--- config.mk ---
export PLATFORM = sky130hd
export DESIGN_NAME = obuft_bus_sequencer_flat
export DESIGN_NICKNAME = d
export VERILOG_FILES = /design/src/rtl/obuft_seq_pkg.sv /design/src/rtl/obuft_bus_sequencer_if.sv /design/src/rtl/obuft_seq_cnt.sv /design/src/rtl/obuft_bus_sequencer.sv /design/src/flat_wrapper.sv
export SDC_FILE = /design/constraint.sdc
export NUM_CORES = 1
export LEC_CHECK = 0
export ABC_AREA = 1
export BUFFER_PORTS_ARGS = -buffer_cell sky130_fd_sc_hd__buf_2
export CORE_ASPECT_RATIO = 1.1
export CORE_MARGIN = 5
export CORE_UTILIZATION = 45
export CTS_CLUSTER_DIAMETER = 100
export CTS_CLUSTER_SIZE = 28
export DETAILED_ROUTE_END_ITERATION = 8
export PLACE_DENSITY = 0.75
export SYNTH_ARGS = -nofsm -noshare
export SYNTH_HDL_FRONTEND = slang
export SYNTH_SLANG_ARGS = --single-unit
--- constraint.sdc ---
create_clock -name CLK -period 1.5 [get_ports CLK]
set_clock_uncertainty 0.05 [all_clocks]
set_input_delay 0.15 -clock CLK [delete_from_list [all_inputs] [get_ports CLK]]
set_output_delay 0.15 -clock CLK [all_outputs]
set_load 0.02 [all_outputs]
--- src/rtl/obuft_seq_pkg.sv ---
// Shared types and helpers for the tri-state pad bus sequencer.
package obuft_seq_pkg;

    typedef enum logic [1:0] {
        IDLE   = 2'd0,
        DRIVE  = 2'd1,
        SAMPLE = 2'd2,
        TURN   = 2'd3
    } state_e;

    // Width of a counter that must reach max(hold, turn); never narrower than 1 bit.
    function automatic int cnt_width(input int hold, input int turn);
        int m;
        int w;
        m = (hold > turn) ? hold : turn;
        w = $clog2(m + 1);
        return (w < 1) ? 1 : w;
    endfunction

endpackage

--- src/rtl/obuft_bus_sequencer_if.sv ---
// Handshake and pad-side signals of the sequencer, bundled for the port list.
interface obuft_bus_sequencer_if #(
    parameter int WIDTH = 8
);
    logic             wr_valid;
    logic [WIDTH-1:0] wr_data;
    logic             wr_ready;
    logic             rd_req;
    logic             rd_ready;
    logic [WIDTH-1:0] rd_data;
    logic             rd_valid;
    logic [WIDTH-1:0] pad_o;
    logic [WIDTH-1:0] pad_t;
    logic [WIDTH-1:0] pad_i;
    logic             busy;

    // Sequencer side.
    modport slave (
        input  wr_valid, wr_data, rd_req, pad_i,
        output wr_ready, rd_ready, rd_data, rd_valid, pad_o, pad_t, busy
    );

    // Requester / pad-model side.
    modport master (
        output wr_valid, wr_data, rd_req, pad_i,
        input  wr_ready, rd_ready, rd_data, rd_valid, pad_o, pad_t, busy
    );
endinterface

--- src/rtl/obuft_seq_cnt.sv ---
// Up-counter that loads zero on clr, counts on inc and stops at TERM.
module obuft_seq_cnt #(
    parameter int W    = 1,
    parameter int TERM = 0
) (
    input  logic clk,
    input  logic rst_n,
    input  logic clr,
    input  logic inc,
    output logic at_term
);
    localparam logic [W-1:0] TERM_W = W'(TERM);

    logic [W-1:0] cnt_q;
    logic [W-1:0] cnt_d;

    assign at_term = (cnt_q == TERM_W);

    // Load zero or step; the terminal compare keeps the count from wrapping.
    always_comb begin
        cnt_d = cnt_q;
        if (clr)
            cnt_d = '0;
        else if (inc && !at_term)
            cnt_d = cnt_q + 1'b1;
    end

    // Counter register.
    always_ff @(posedge clk or negedge rst_n) begin
        if (!rst_n) cnt_q <= '0;
        else        cnt_q <= cnt_d;
    end
endmodule

--- src/rtl/obuft_bus_sequencer.sv ---
// Registered driver for a bank of tri-state pad buffers: turns a write stream
// into pad data/enables, serves single pad reads, and inserts hold and
// turnaround dead cycles so the shared bus is never contended.
module obuft_bus_sequencer
    import obuft_seq_pkg::*;
#(
    parameter int WIDTH       = 8,
    parameter int HOLD_CYCLES = 1,
    parameter int TURN_CYCLES = 2
) (
    input logic                  CLK,
    input logic                  RST_N,
    obuft_bus_sequencer_if.slave bus
);
    localparam int CW = cnt_width(HOLD_CYCLES, TURN_CYCLES);

    state_e           state_q,    state_d;
    logic [WIDTH-1:0] pad_o_q,    pad_o_d;
    logic             pad_t_q,    pad_t_d;
    logic [WIDTH-1:0] rd_data_q,  rd_data_d;
    logic             rd_valid_q, rd_valid_d;

    logic wr_ready, rd_ready;
    logic wr_acc, rd_acc;
    logic hold_term, turn_term;

    // Handshake readiness is a pure decode of the state.
    assign wr_ready = (state_q == IDLE) || (state_q == DRIVE);
    assign rd_ready = (state_q == IDLE);
    assign wr_acc   = bus.wr_valid && wr_ready;
    // A pending write always beats a read in the same cycle.
    assign rd_acc   = bus.rd_req && rd_ready && !bus.wr_valid;

    // Hold counter restarts on every accepted word, counts idle DRIVE cycles.
    obuft_seq_cnt #(.W(CW), .TERM(HOLD_CYCLES)) u_hold_cnt (
        .clk     (CLK),
        .rst_n   (RST_N),
        .clr     (wr_acc),
        .inc     (state_q == DRIVE && !wr_acc),
        .at_term (hold_term)
    );

    // Turnaround counter sits at zero outside TURN, so entry always starts at 0.
    obuft_seq_cnt #(.W(CW), .TERM(TURN_CYCLES - 1)) u_turn_cnt (
        .clk     (CLK),
        .rst_n   (RST_N),
        .clr     (state_q != TURN),
        .inc     (state_q == TURN),
        .at_term (turn_term)
    );

    // Next-state and output-register decode.
    always_comb begin
        state_d    = state_q;
        pad_o_d    = pad_o_q;
        pad_t_d    = pad_t_q;
        rd_data_d  = rd_data_q;
        rd_valid_d = 1'b0;
        unique case (state_q)
            IDLE: begin
                if (wr_acc) begin
                    state_d = DRIVE;
                    pad_o_d = bus.wr_data;
                    pad_t_d = 1'b0;
                end else if (rd_acc) begin
                    state_d = SAMPLE;
                end
            end
            DRIVE: begin
                if (wr_acc) begin
                    pad_o_d = bus.wr_data;
                end else if (hold_term) begin
                    state_d = TURN;
                    pad_t_d = 1'b1;
                end
            end
            SAMPLE: begin
                // pad_i is assumed already synchronous to CLK.
                rd_data_d  = bus.pad_i;
                rd_valid_d = 1'b1;
                state_d    = TURN;
            end
            TURN: begin
                if (turn_term) state_d = IDLE;
            end
            default: begin
                state_d = IDLE;
                pad_t_d = 1'b1;
            end
        endcase
    end

    // State and output registers; async reset releases the bus immediately.
    always_ff @(posedge CLK or negedge RST_N) begin
        if (!RST_N) begin
            state_q    <= IDLE;
            pad_o_q    <= '0;
            pad_t_q    <= 1'b1;
            rd_data_q  <= '0;
            rd_valid_q <= 1'b0;
        end else begin
            state_q    <= state_d;
            pad_o_q    <= pad_o_d;
            pad_t_q    <= pad_t_d;
            rd_data_q  <= rd_data_d;
            rd_valid_q <= rd_valid_d;
        end
    end

    assign bus.wr_ready = wr_ready;
    assign bus.rd_ready = rd_ready;
    assign bus.busy     = (state_q != IDLE);
    assign bus.pad_o    = pad_o_q;
    assign bus.pad_t    = {WIDTH{pad_t_q}};
    assign bus.rd_data  = rd_data_q;
    assign bus.rd_valid = rd_valid_q;
endmodule

--- src/flat_wrapper.sv ---
// flat-port wrapper written by rule: the top's interface ports become plain ports
module obuft_bus_sequencer_flat import obuft_seq_pkg::*;
#(
    parameter int WIDTH       = 8,
    parameter int HOLD_CYCLES = 1,
    parameter int TURN_CYCLES = 2
)
  (CLK, RST_N, bus_wr_valid, bus_wr_data, bus_rd_req, bus_pad_i, bus_wr_ready, bus_rd_ready, bus_rd_data, bus_rd_valid, bus_pad_o, bus_pad_t, bus_busy);
  obuft_bus_sequencer_if #(.WIDTH(WIDTH)) bus_i ();
  input logic CLK;
  input logic RST_N;
  input wire logic [$bits(bus_i.wr_valid)-1:0] bus_wr_valid;
  input wire logic [$bits(bus_i.wr_data)-1:0] bus_wr_data;
  input wire logic [$bits(bus_i.rd_req)-1:0] bus_rd_req;
  input wire logic [$bits(bus_i.pad_i)-1:0] bus_pad_i;
  output wire logic [$bits(bus_i.wr_ready)-1:0] bus_wr_ready;
  output wire logic [$bits(bus_i.rd_ready)-1:0] bus_rd_ready;
  output wire logic [$bits(bus_i.rd_data)-1:0] bus_rd_data;
  output wire logic [$bits(bus_i.rd_valid)-1:0] bus_rd_valid;
  output wire logic [$bits(bus_i.pad_o)-1:0] bus_pad_o;
  output wire logic [$bits(bus_i.pad_t)-1:0] bus_pad_t;
  output wire logic [$bits(bus_i.busy)-1:0] bus_busy;
  assign bus_i.wr_valid = bus_wr_valid;
  assign bus_i.wr_data = bus_wr_data;
  assign bus_i.rd_req = bus_rd_req;
  assign bus_i.pad_i = bus_pad_i;
  assign bus_wr_ready = bus_i.wr_ready;
  assign bus_rd_ready = bus_i.rd_ready;
  assign bus_rd_data = bus_i.rd_data;
  assign bus_rd_valid = bus_i.rd_valid;
  assign bus_pad_o = bus_i.pad_o;
  assign bus_pad_t = bus_i.pad_t;
  assign bus_busy = bus_i.busy;
  obuft_bus_sequencer #(.WIDTH(WIDTH), .HOLD_CYCLES(HOLD_CYCLES), .TURN_CYCLES(TURN_CYCLES)) u_core (.CLK(CLK), .RST_N(RST_N), .bus(bus_i));
endmodule
# Word-level counts from Yosys, hierarchy flattened

Cells that the tools add are included.

Bits in registers: 24
Logic and storage cells: 55
Output and inout port bits: 28
Input bits: 20

Mux-type cells: 15
Add/sub/neg operators: 2
Reductions and logical operators: 20
Equal/unequal tests: 11

Operator list:

| cell                                                             | count |
|---|---|
| 2-bit two-way mux                                                | 9 |
| 2-bit != test (second input constant)                            | 4 |
| 2-bit one-hot mux with 4 select lines                            | 1 |
| 4-bit AND reduction                                              | 2 |
| 2-bit nonzero test                                               | 4 |
| 2-bit by 1-bit == test with 1-bit output (second input constant) | 3 |
| 1-bit logical AND                                                | 6 |
| 2-bit by 1-bit adder with 2-bit output (second input constant)   | 2 |
| 2-bit == test (second input constant)                            | 2 |
| 1-bit zero test                                                  | 4 |
| 1-bit two-way mux                                                | 4 |
| 3-bit != test (second input constant)                            | 1 |
| 2-bit zero test                                                  | 1 |
| 2-bit by 1-bit != test with 1-bit output (second input constant) | 1 |
| 1-bit one-hot mux with 2 select lines                            | 1 |
| 2-bit AND reduction                                              | 1 |
| 2-bit OR reduction                                               | 1 |
| 1-bit logical OR                                                 | 1 |

# Longest topological paths before layout

Gate-level depths: netlist of the first run.

Depth in word-level cells: 8
Gate-level depth with buffers: 8

# By module

A second synthesis of the first run with hierarchy kept.

Cells, all modules: 137
Area total of the unflattened synthesis: 1217.4 um^2

By module, submodules not included:

| module              | cells each | area each (um^2) | times used |
|---|---|---|---|
| obuft_bus_sequencer | 103        | 972.2            | 1 |
| obuft_seq_cnt       | 17         | 122.6            | 2 |

# Worst setup path after synthesis of the first run

Ideal clock, no wire load.

Path kind: register to register
From: register u_core.state_q[0]
To: register u_core.u_hold_cnt.cnt_q[1]
Cell stages (with the launch flop): 8
Buffers on the path: 0
Required time: 1331 ps
Arrival: 1357 ps
Slack: -26 ps
Setup time: 119 ps
Cells stage by stage: dfrtp_1 -> inv_1 -> ha_1 -> inv_2 -> nand2_4 -> nand2_4 -> nand2_1 -> a21oi_2

Cells in the longest elaborated chain, start to end: 7
Elaborated cells on any way between the ends: 9

RTL lines:

| element                      | line                       | source |
|---|---|---|
| from (decl)                  | obuft_bus_sequencer.sv:17  | `state_e state_q, state_d;` |
| from (signal assigned)       | obuft_bus_sequencer.sv:102 | `state_q <= state_d;` |
| 2-bit zero test (*)          | --                         |  |
| via bus_rd_ready             | flat_wrapper.sv:17         | `output wire logic [$bits(bus_i.rd_ready)-1:0] bus_rd_ready;` |
| 1-bit logical OR (*)         | obuft_bus_sequencer.sv:28  | `assign wr_ready = (state_q == IDLE) \|\| (state_q == DRIVE);` |
| via bus_wr_ready             | flat_wrapper.sv:16         | `output wire logic [$bits(bus_i.wr_ready)-1:0] bus_wr_ready;` |
| 1-bit logical AND (*)        | obuft_bus_sequencer.sv:30  | `assign wr_acc = bus.wr_valid && wr_ready;` |
| 1-bit zero test              | obuft_bus_sequencer.sv:39  | `.inc (state_q == DRIVE && !wr_acc),` |
| 1-bit logical AND            | obuft_bus_sequencer.sv:39  |  |
| 1-bit logical AND            | obuft_seq_cnt.sv:24        | `else if (inc && !at_term)` |
| 2-bit nonzero test (no line) | --                         |  |
| to (signal assigned)         | obuft_seq_cnt.sv:31        | `else cnt_q <= cnt_d;` |
| to (decl)                    | obuft_seq_cnt.sv:14        | `logic [W-1:0] cnt_q;` |

The timed path passes the listed nets; every way through them passes the cells marked *.
A chain may end at the register's enable or synchronous reset.

# Worst setup path in the final report of the first run

From: register u_core.state_q[0]
To: output port bus_wr_ready

Cells in the longest elaborated chain, start to end: 2
Elaborated cells on any way between the ends: 3

RTL lines:

| element                                                                            | line |
|---|---|
| 2-bit by 1-bit == test with 1-bit output / 2-bit zero test (equally long branches) | obuft_bus_sequencer.sv:28 |
| 1-bit logical OR (*)                                                               | obuft_bus_sequencer.sv:28 |
| to (decl)                                                                          | flat_wrapper.sv:16 |

Every way passes the cells marked *; elsewhere a longest branch is shown, timed or not.

==> qor.csv, run 1 <==
metric;value;unit
status;finished, violations left;
violations;setup timing;
synth_nets;144;
whs;6.07;ps
post-route-period-util;100;%
wl_per_cell;12.6;um
fmax;664;MHz
r2r_slack;80;ps
clk_pin_slew;120;ps
clk_path_buf_depth;2;
gp_congestion;0.748;
wl;2510;um
drt_iter0_markers;17;
synth_area;1170;um2
fin_setup_tns;-6.38;ps
syn2layout_area_growth;31.4;%
grt_pass1_vias;927;
cpMaxStageDelayCell;dfrtp_1;
drive_above_1_share;43.5;%
grt_pass1_wl;4210;um
crit_fanout;6;
clk_latency;310;ps
required;1300;ps
core;2500;um2
synth_area_leaders;dfrtp_1, nand2_1, mux2_1;
dp_hpwl;1790;um
cts_buffers;3;
yosysWarningCount;0;
vias;971;
p_per_area;2300;nW/um2
cts.root.buffer_cell;clkbuf_4;
rr_startpoint;u_core.state_q[0];
crit_path_max_incr_delay;440;ps
setup_viol;1;
utilization;61.7;%
syn_inst;118;
holdPathEnd;u_core.bus.rd_data[5];
start_util;47.0;%
num-fill-cells;214;
cts-htree-levels;1;
crit_chain;buf_6 -> ha_4 -> inv_4 -> nand2_4 -> buf_6;
vdd_drop_max;1.47;mV
cpMostUsedCell;buf_6;
p_leak;0.835;nW
cp_num_buf_inv;3;
fin_nets;195;
cts_tree;built;
regToRegEndpoint;u_core.u_hold_cnt.cnt_q[1];
die_area;3730;um2
die_h;63.5;um
synth_seq_area_share;51.3;%
antenna_found_initial;0;
grt-ovfl-total;0;
synth_top_area_share;49.1;%
drtAntennaViolNets;0;
maxCapViolations;0;
worstSetupEndpointType;output pin;
numClockSinks;24;
dr.pass1.iters;4;
grt_max_degree;25;
num_io_pins;48;
synth.largest_area_cell;dfrtp_1;
setup_slack;-6.38;ps
holdPathStages;2;
finalNonFillerCells;199;
dp.cells;186;
die_x;58.7;um
num_rows;19;
arrival;1310;ps
viasPerCell;4.88;
worstHoldStart;bus_pad_i[5];
total_power;3.55;mW
max_slew_margin;65.7;%
ys_seq_elements;24;
critPathLaunchType;flip-flop;
crit_type;flip-flop to output pin;
fin_crit;1510;ps
io_buffers;47;
ff2ff_path_depth;8;
finalHoldViolCount;0;
post_synth_num_cell_types;22;
min_path_type;input port to flip-flop;
drc;0;
finalMaxSlewViolations;0;
num_antenna_cells;0;
track_usage;14.3;%
worstMarginPinSlew;515;ps
synth_area_per_cell;9.94;um2
rsz0062_at_grt;yes;
path_delay_family;flip-flops;
## layout make-up
cell class | count | area, um2 | area share (%)
multi-input combinational | 72 | 485 | 31.5
timing repair buffer | 56 | 328 | 21.3
sequential | 24 | 602 | 39.1
clock buffer | 4 | 36.3 | 2.36
tap | 31 | 38.8 | 2.52
inverter | 12 | 50.0 | 3.25
## sequential cells by signal, summed over array words and instances, names as in the netlist
name and cells:
u_core.bus.rd_valid 1, u_core.pad_t_q 1, u_core.bus.rd_data 8, u_core.bus.pad_o 8
u_core.u_turn_cnt.cnt_q 2, u_core.state_q 2, u_core.u_hold_cnt.cnt_q 2
## placed cells by master, fill, tap and decap left out, types with 2 or more instances in the layout
master / count
ha_1: 3
nand3_1: 13
dfrtp_1: 23
dlygate4sd3_1: 5
inv_1: 7
a21oi_2: 2
inv_4: 2
clkbuf_4: 3
buf_6: 2
nand2_2: 2
buf_4: 4
ha_4: 2
mux2_1: 7
nand2_1: 32
buf_2: 45
inv_2: 3
## synth_stat cells (all sizes together)
cell type and n:
mux2 8, inv 12, nand4 1, o22ai 1, buf 10, ha 6, dfstp 1, nand2 36
nand3 13, dfrtp 23, o21ai 2, nor2 2, a21oi 3
## stage by stage
stage	setup WS [ps]	area, um2
finish	-6.38	1540
floorplan	90.6	1170
CTS	5.87	1520
global route	-54.4	1540
global placement	104	1370
detailed placement	59.6	1370
## repair_timing
action	in CTS	in global routing
cloned	0	0
pin swaps	1	0
resized for setup	7	6
hold buffers	5	0
setup buffers	4	0
hold endpoints to repair	27	0
setup endpoints to repair	2	5
## where the power goes
group / internal (mW) / total, mW / leakage [nW] / switching, mW
clock: 0.148 / 0.330 / 0.0210 / 0.181
combinational: 0.817 / 2.11 / 0.521 / 1.29
sequential: 0.953 / 1.11 / 0.294 / 0.161
total: 1.92 / 3.55 / 0.835 / 1.63
## worst max-delay path by stage
stage	from	endpoint	slack, ps	depth (start not counted)
after floorplan	u_core.state_q[0]	u_core.u_hold_cnt.cnt_q[1]	90	7
after global placement	u_core.state_q[0]	u_core.bus.rd_data[4]	100	3
after detailed placement	u_core.state_q[0]	u_core.bus.rd_data[4]	60	3
after global routing	u_core.state_q[0]	bus_wr_ready	-50	5
after CTS	u_core.state_q[0]	bus_wr_ready	6	5
final	u_core.state_q[0]	bus_wr_ready	-6	5
## kinds of logic (layout without fill, tap and decap cells)
kind of cell / after synthesis / count (layout) / synth area share [%]
flip-flops: 24 / 24 / 51.3
AND/OR/NAND/NOR: 52 / 52 / 20.6
adder cells (fa/ha/maj): 6 / 6 / 6.40
multiplexers: 8 / 8 / 7.68
AO/OA/AOI/OAI: 6 / 6 / 3.63
buffers and inverters: 22 / 72 / 10.4
## routing by layer
metal | GRT usage, % | part of all wire, % | vias up
met2 | 25.1 | 52 | 21
li1 | - | - | 470
met1 | 16.7 | 41 | 476
met3 | 2.45 | 5.6 | 4
met5 | 0 | 0 | -
met4 | 5.95 | 1.6 | 0
(Power assumes the default switching activity.)
==> inputs of run 2 (changes only) <==
==> constraint.sdc (replaced) <==
create_clock -name CLK -period 1.6 [get_ports CLK]
set_clock_uncertainty 0.05 [all_clocks]
set_input_delay 0.16 -clock CLK [delete_from_list [all_inputs] [get_ports CLK]]
set_output_delay 0.16 -clock CLK [all_outputs]
set_load 0.02 [all_outputs]
==> run 2 against run 1 <==
Net effect: the flow now finishes without violations; critical path type unchanged; sequential share of layout area increased by 0.98 points; final area fell by 2.4%; hold slack improved by 16 ps; utilization shrank 1.5 points; flip-flop and latch count unchanged; non-clock buffer count down 1; first-iteration DRC count down 18%; worst setup slack improved by 89 ps.
==> qor.csv, run 2 (same netlist as run 1, synthesis figures left out) <==
metric;value;unit;change
status;finished, final reports clean;;
start_util;47.0;%;unchanged
use_met3;2.04;%;-0.41 points
die_area;3730;um2;unchanged
cts_buffers;3;;unchanged
clk_pin_slew;120;ps;about the same
track_usage;13.3;%;-0.95 points
finalHoldViolCount;0;;unchanged
num_io_pins;48;;unchanged
core;2500;um2;unchanged
dp_hpwl;1810;um;+1.6%
min_path_type;input port to flip-flop;;
maxCapViolations;0;;unchanged
arrival;1310;ps;about the same
wl;2360;um;-6.0%
fin_crit;1520;ps;
worstSetupEndpointType;output pin;;
post-route-period-util;94.8;%;
clkPwrFrac;9.3;%;about the same
fmax;659;MHz;
busiest_layer;met2;;
setup_viol;0;;-1
finalMaxSlewViolations;0;;unchanged
fin_setup_tns;0;ps;+6.38 ps
io_buffers;47;;unchanged
p_switching;1.47;mW;-9.6%
cp_num_buf_inv;3;;unchanged
cpMaxStageDelayCell;dfrtp_1;;
gp_congestion;0.838;;+12%
drt_iter0_markers;14;;-3
wl_per_cell;11.9;um;-5.5%
cts-htree-levels;1;;unchanged
grt-ovfl-total;0;;unchanged
grt_pass1_vias;910;;-1.8%
power_frac_comb;59.2;%;about the same
vias;942;;-3.0%
syn2layout_area_growth;28.2;%;
whs;21.9;ps;+15.8 ps
worstMarginPinSlew;526;ps;+10.7 ps
max_slew_margin;64.9;%;-0.72 points
cts.root.buffer_cell;clkbuf_4;;
num_rows;19;;unchanged
critPathLaunchType;flip-flop;;
clk_path_buf_depth;2;;unchanged
num_antenna_cells;0;;unchanged
required;1390;ps;+90 ps
fin_nets;194;;-0.51%
crit_chain;buf_6 -> ha_4 -> inv_2 -> nand2_4 -> buf_4;;
path_delay_family;flip-flops;;
crit_path_max_incr_delay;420;ps;-20 ps
antenna_found_initial;0;;unchanged
total_power;3.27;mW;-7.8%
p_leak;0.833;nW;-0.31%
drtAntennaViolNets;0;;unchanged
grt_pass1_wl;3950;um;-6.2%
p_per_area;2180;nW/um2;-5.5%
vdd_drop_max;1.20;mV;-18%
mostFrequentLayoutCell;buf_2;;
crit_fanout;6;;unchanged
dr.pass1.iters;4;;unchanged
clk_latency;300;ps;about the same
crit_type;flip-flop to output pin;;
grt_max_degree;25;;unchanged
p_int;1.80;mW;-6.2%
cts_tree;built;;
viasPerCell;4.76;;-2.5%
layout_common_cells;buf_2, nand2_1, dfrtp_1;;
grtUsageMet1;15.4;%;-1.2 points
grtUsageMet2;23.2;%;-2.0 points
drc;0;;unchanged
switching_share;45.0;%;-0.94 points
drive_above_1_share;44.3;%;+0.86 points
die_x;58.7;um;unchanged
numClockSinks;24;;unchanged
rsz0062_at_grt;no;;
die_h;63.5;um;unchanged
seqPwrFrac;31.5;%;about the same
## run 2: layout make-up
cell class / instances / area, um2
Clock buffer: 4 / 36.3
Fill cell: 215 / 993
Inverter: 12 / 45.0
Multi-Input combinational cell: 72 / 474
Sequential cell: 24 / 602
Tap cell: 31 / 38.8
Timing Repair Buffer: 55 / 307
## run 2: power groups by stage
stage,sequential [mW],combinational (mW),clock (mW)
6_report,1.03,1.94,0.306
5_1_grt,1.08,2.10,0.344
4_1_cts,1.03,1.83,0.325
3_5_place_dp,1.06,1.71,0
3_3_place_gp,1.04,1.65,0
2_1_floorplan,1.32,1.01,0
## run 2: stage by stage
stage               cells  instance area (um2)  setup slack [ps]  utilization [%]
floorplan             118                 1170              73.9                -
global placement      186                 1370               219             54.9
detailed placement    186                 1370               128             54.9
CTS                   193                 1460              4.19             58.3
global route          198                 1500              9.58             60.2
finish                198                 1500              83.1             60.2
## run 2: final timing paths
check,from,to,slack (ps),depth (start not counted)
worst max-delay path,u_core.state_q[0],bus_wr_ready,80,5
worst min-delay path,bus_pad_i[1],u_core.bus.rd_data[1],20,2
worst max register to register,u_core.state_q[0],u_core.bus.rd_data[7],150,3
worst min register to register,u_core.bus.pad_o[1],u_core.bus.pad_o[1],430,2
max in group asynchronous,RST_N,u_core.pad_t_q,840,2
min in group asynchronous,RST_N,u_core.u_hold_cnt.cnt_q[0],300,2
## run 2: timing repair
action | 4_1_cts | 5_1_grt
hold buffers | 1 | 1
setup endpoints to repair | 2 | 1
setup buffers | 2 | 4
gates resized for setup | 5 | 3
pin swaps | 0 | 1
hold endpoints to repair | 23 | 1
## run 2: layer usage
| metal | part of all wire, % | vias up | routed length (um) |
|---|---|---|---|
| li1 | - | 469 | - |
| met1 | 40 | 449 | 947 |
| met2 | 53 | 22 | 1260 |
| met3 | 5.5 | 2 | 129 |
| met4 | 0.98 | 0 | 23 |
| met5 | 0 | - | 0 |
==> inputs of run 3 (changes only) <==
--- a/config.mk
+++ b/config.mk
@@ -14,6 +14,7 @@
 export CTS_CLUSTER_SIZE = 28
 export DETAILED_ROUTE_END_ITERATION = 8
 export PLACE_DENSITY = 0.75
+export REMOVE_ABC_BUFFERS = 1
 export SYNTH_ARGS = -nofsm -noshare
 export SYNTH_HDL_FRONTEND = slang
 export SYNTH_SLANG_ARGS = --single-unit
==> run 3 against run 2 <==
Net effect: hold slack worse by 8.3 ps; non-clock buffer count is 1 lower; power is 1.2% lower; final cell count is 0.51% lower; die area stayed put.
==> qor.csv, run 3 (same netlist as run 1, synthesis figures left out) <==
metric;value;unit;change
status;finished, final reports clean;;
crit_fanout;7;;+1
num_io_pins;48;;unchanged
grt-ovfl-total;0;;unchanged
cts_tree;built;;
cpMostUsedCell;buf_6;;
worstMarginPinSlew;504;ps;-21.7 ps
wl_per_cell;12.0;um;+0.72%
cp_num_buf_inv;3;;unchanged
rr_startpoint;u_core.state_q[0];;
cpMaxStageDelayCell;dfrtp_1;;
track_usage;13.7;%;+0.37 points
layout_common_cells;buf_2, nand2_1, dfrtp_1;;
cts_buffers;3;;unchanged
fin_nets;193;;-0.52%
fmax;653;MHz;-0.91%
num_antenna_cells;0;;unchanged
worstHoldStart;bus_pad_i[3];;
worstSetupEndpointType;output pin;;
drive_above_1_share;44.0;%;-0.34 points
arrival;1320;ps;about the same
drtAntennaViolNets;0;;unchanged
startpoint;u_core.state_q[0];;
setup_viol;0;;unchanged
p_per_area;2180;nW/um2;about the same
clk_path_buf_depth;2;;unchanged
wl;2360;um;+0.21%
grt_pass1_wl;4130;um;+4.6%
clk_latency;300;ps;about the same
die_area;3730;um2;unchanged
required;1390;ps;about the same
num_rows;19;;unchanged
vdd_drop_max;1.26;mV;+4.7%
cts.root.buffer_cell;clkbuf_4;;
drc;0;;unchanged
maxCapViolations;0;;unchanged
dr.pass1.iters;4;;unchanged
gp_congestion;0.772;;-7.9%
crit_chain;buf_6 -> ha_4 -> inv_2 -> nand2_4 -> buf_6;;
dp.cells;186;;unchanged
mostFrequentLayoutCell;buf_2;;
clk_pin_slew;120;ps;about the same
crit_type;flip-flop to output pin;;
finalNonFillerCells;197;;-0.51%
antenna_found_initial;0;;unchanged
finalHoldViolCount;0;;unchanged
viasPerCell;4.83;;+1.5%
vias;951;;+0.96%
critPathLaunchType;flip-flop;;
drt_iter0_markers;29;;+15
cts-htree-levels;1;;unchanged
post-route-period-util;95.7;%;+0.87 points
crit_path_max_incr_delay;430;ps;about the same
start_util;47.0;%;unchanged
max_slew_margin;66.4;%;+1.4 points
min_path_type;input port to flip-flop;;
numClockSinks;24;;unchanged
core;2500;um2;unchanged
finalMaxSlewViolations;0;;unchanged
rsz0062_at_grt;no;;
fin_crit;1530;ps;+14.0 ps
io_buffers;47;;unchanged
p_leak;0.824;nW;-1.0%
die_h;63.5;um;unchanged
fin_setup_tns;0;ps;unchanged
syn2layout_area_growth;26.8;%;
path_delay_family;flip-flops;;
grt_max_degree;25;;unchanged
dp_hpwl;1770;um;-2.2%
num-fill-cells;215;;unchanged
grt_pass1_vias;971;;+6.7%
die_x;58.7;um;unchanged
[run 3: changes by cell type in the layout (fill, tap and decap cells not counted), sizes merged]
cell,before,now
dlygate4sd3,2,1
[run 3: through the flow]
stage / setup WS [ps] / instance area, um2 / util [%] / total power [mW] / hold WS [ps]
6_report: 69.1 / 1490 / 59.5 / 3.24 / 13.6
2_1_floorplan: 73.9 / 1100 / - / 2.23 / -186
3_5_place_dp: 149 / 1370 / 54.9 / 2.76 / 127
4_1_cts: 8.62 / 1460 / 58.3 / 3.15 / 10.3
3_3_place_gp: 203 / 1370 / 54.9 / 2.69 / 108
5_1_grt: 13.4 / 1490 / 59.5 / 3.51 / 1.13
[run 3: final cells by class]
| class | instances | area (um2) | share of cell area (%) |
|---|---|---|---|
| multi-input cells | 72 | 474 | 31.9 |
| well taps | 31 | 38.8 | 2.61 |
| flip-flops and latches | 24 | 602 | 40.5 |
| repair buffers | 54 | 300 | 20.2 |
| inverters | 12 | 45.0 | 3.03 |
| clock buffers | 4 | 26.3 | 1.77 |
[run 3: worst register-to-register path, cell delays in order, from the launching register on]
cell and delay (ps):
dfrtp_1 430, buf_6 140, buf_4 120, ha_1 200
nand2_1 120, inv_1 90, nor2_4 120, nand3_1 70
nand2_1 60
[run 3: repair_timing]
item                                   CTS  global route
resized for setup                        6             3
endpoints found under the hold margin   23             0
buffers inserted                         3             3
pin swaps                                0             1
setup endpoints to repair                2             1
hold buffers                             1             0
[run 3: routing by layer]
layer	track usage, %	up-vias	part of all wire [%]
li1	-	463	-
met1	15.3	461	39
met2	25.4	23	54
met3	2.65	4	6.4
met4	4.25	0	0.97
met5	0	-	0
[run 3: where the power goes]
part	internal (mW)	switching (mW)	total, mW
Sequential	0.894	0.143	1.04
Combinational	0.767	1.17	1.94
Clock	0.0970	0.165	0.262
[run 3: final timing paths]
check	slack [ps]	cells past startpoint	to
max	70	5	bus_wr_ready
min	10	2	u_core.bus.rd_data[3]
max reg2reg	160	8	u_core.state_q[1]
min reg2reg	430	2	u_core.bus.pad_o[5]
max in group asynchronous	850	2	u_core.pad_t_q
min in group asynchronous	290	2	u_core.bus.rd_data[4]
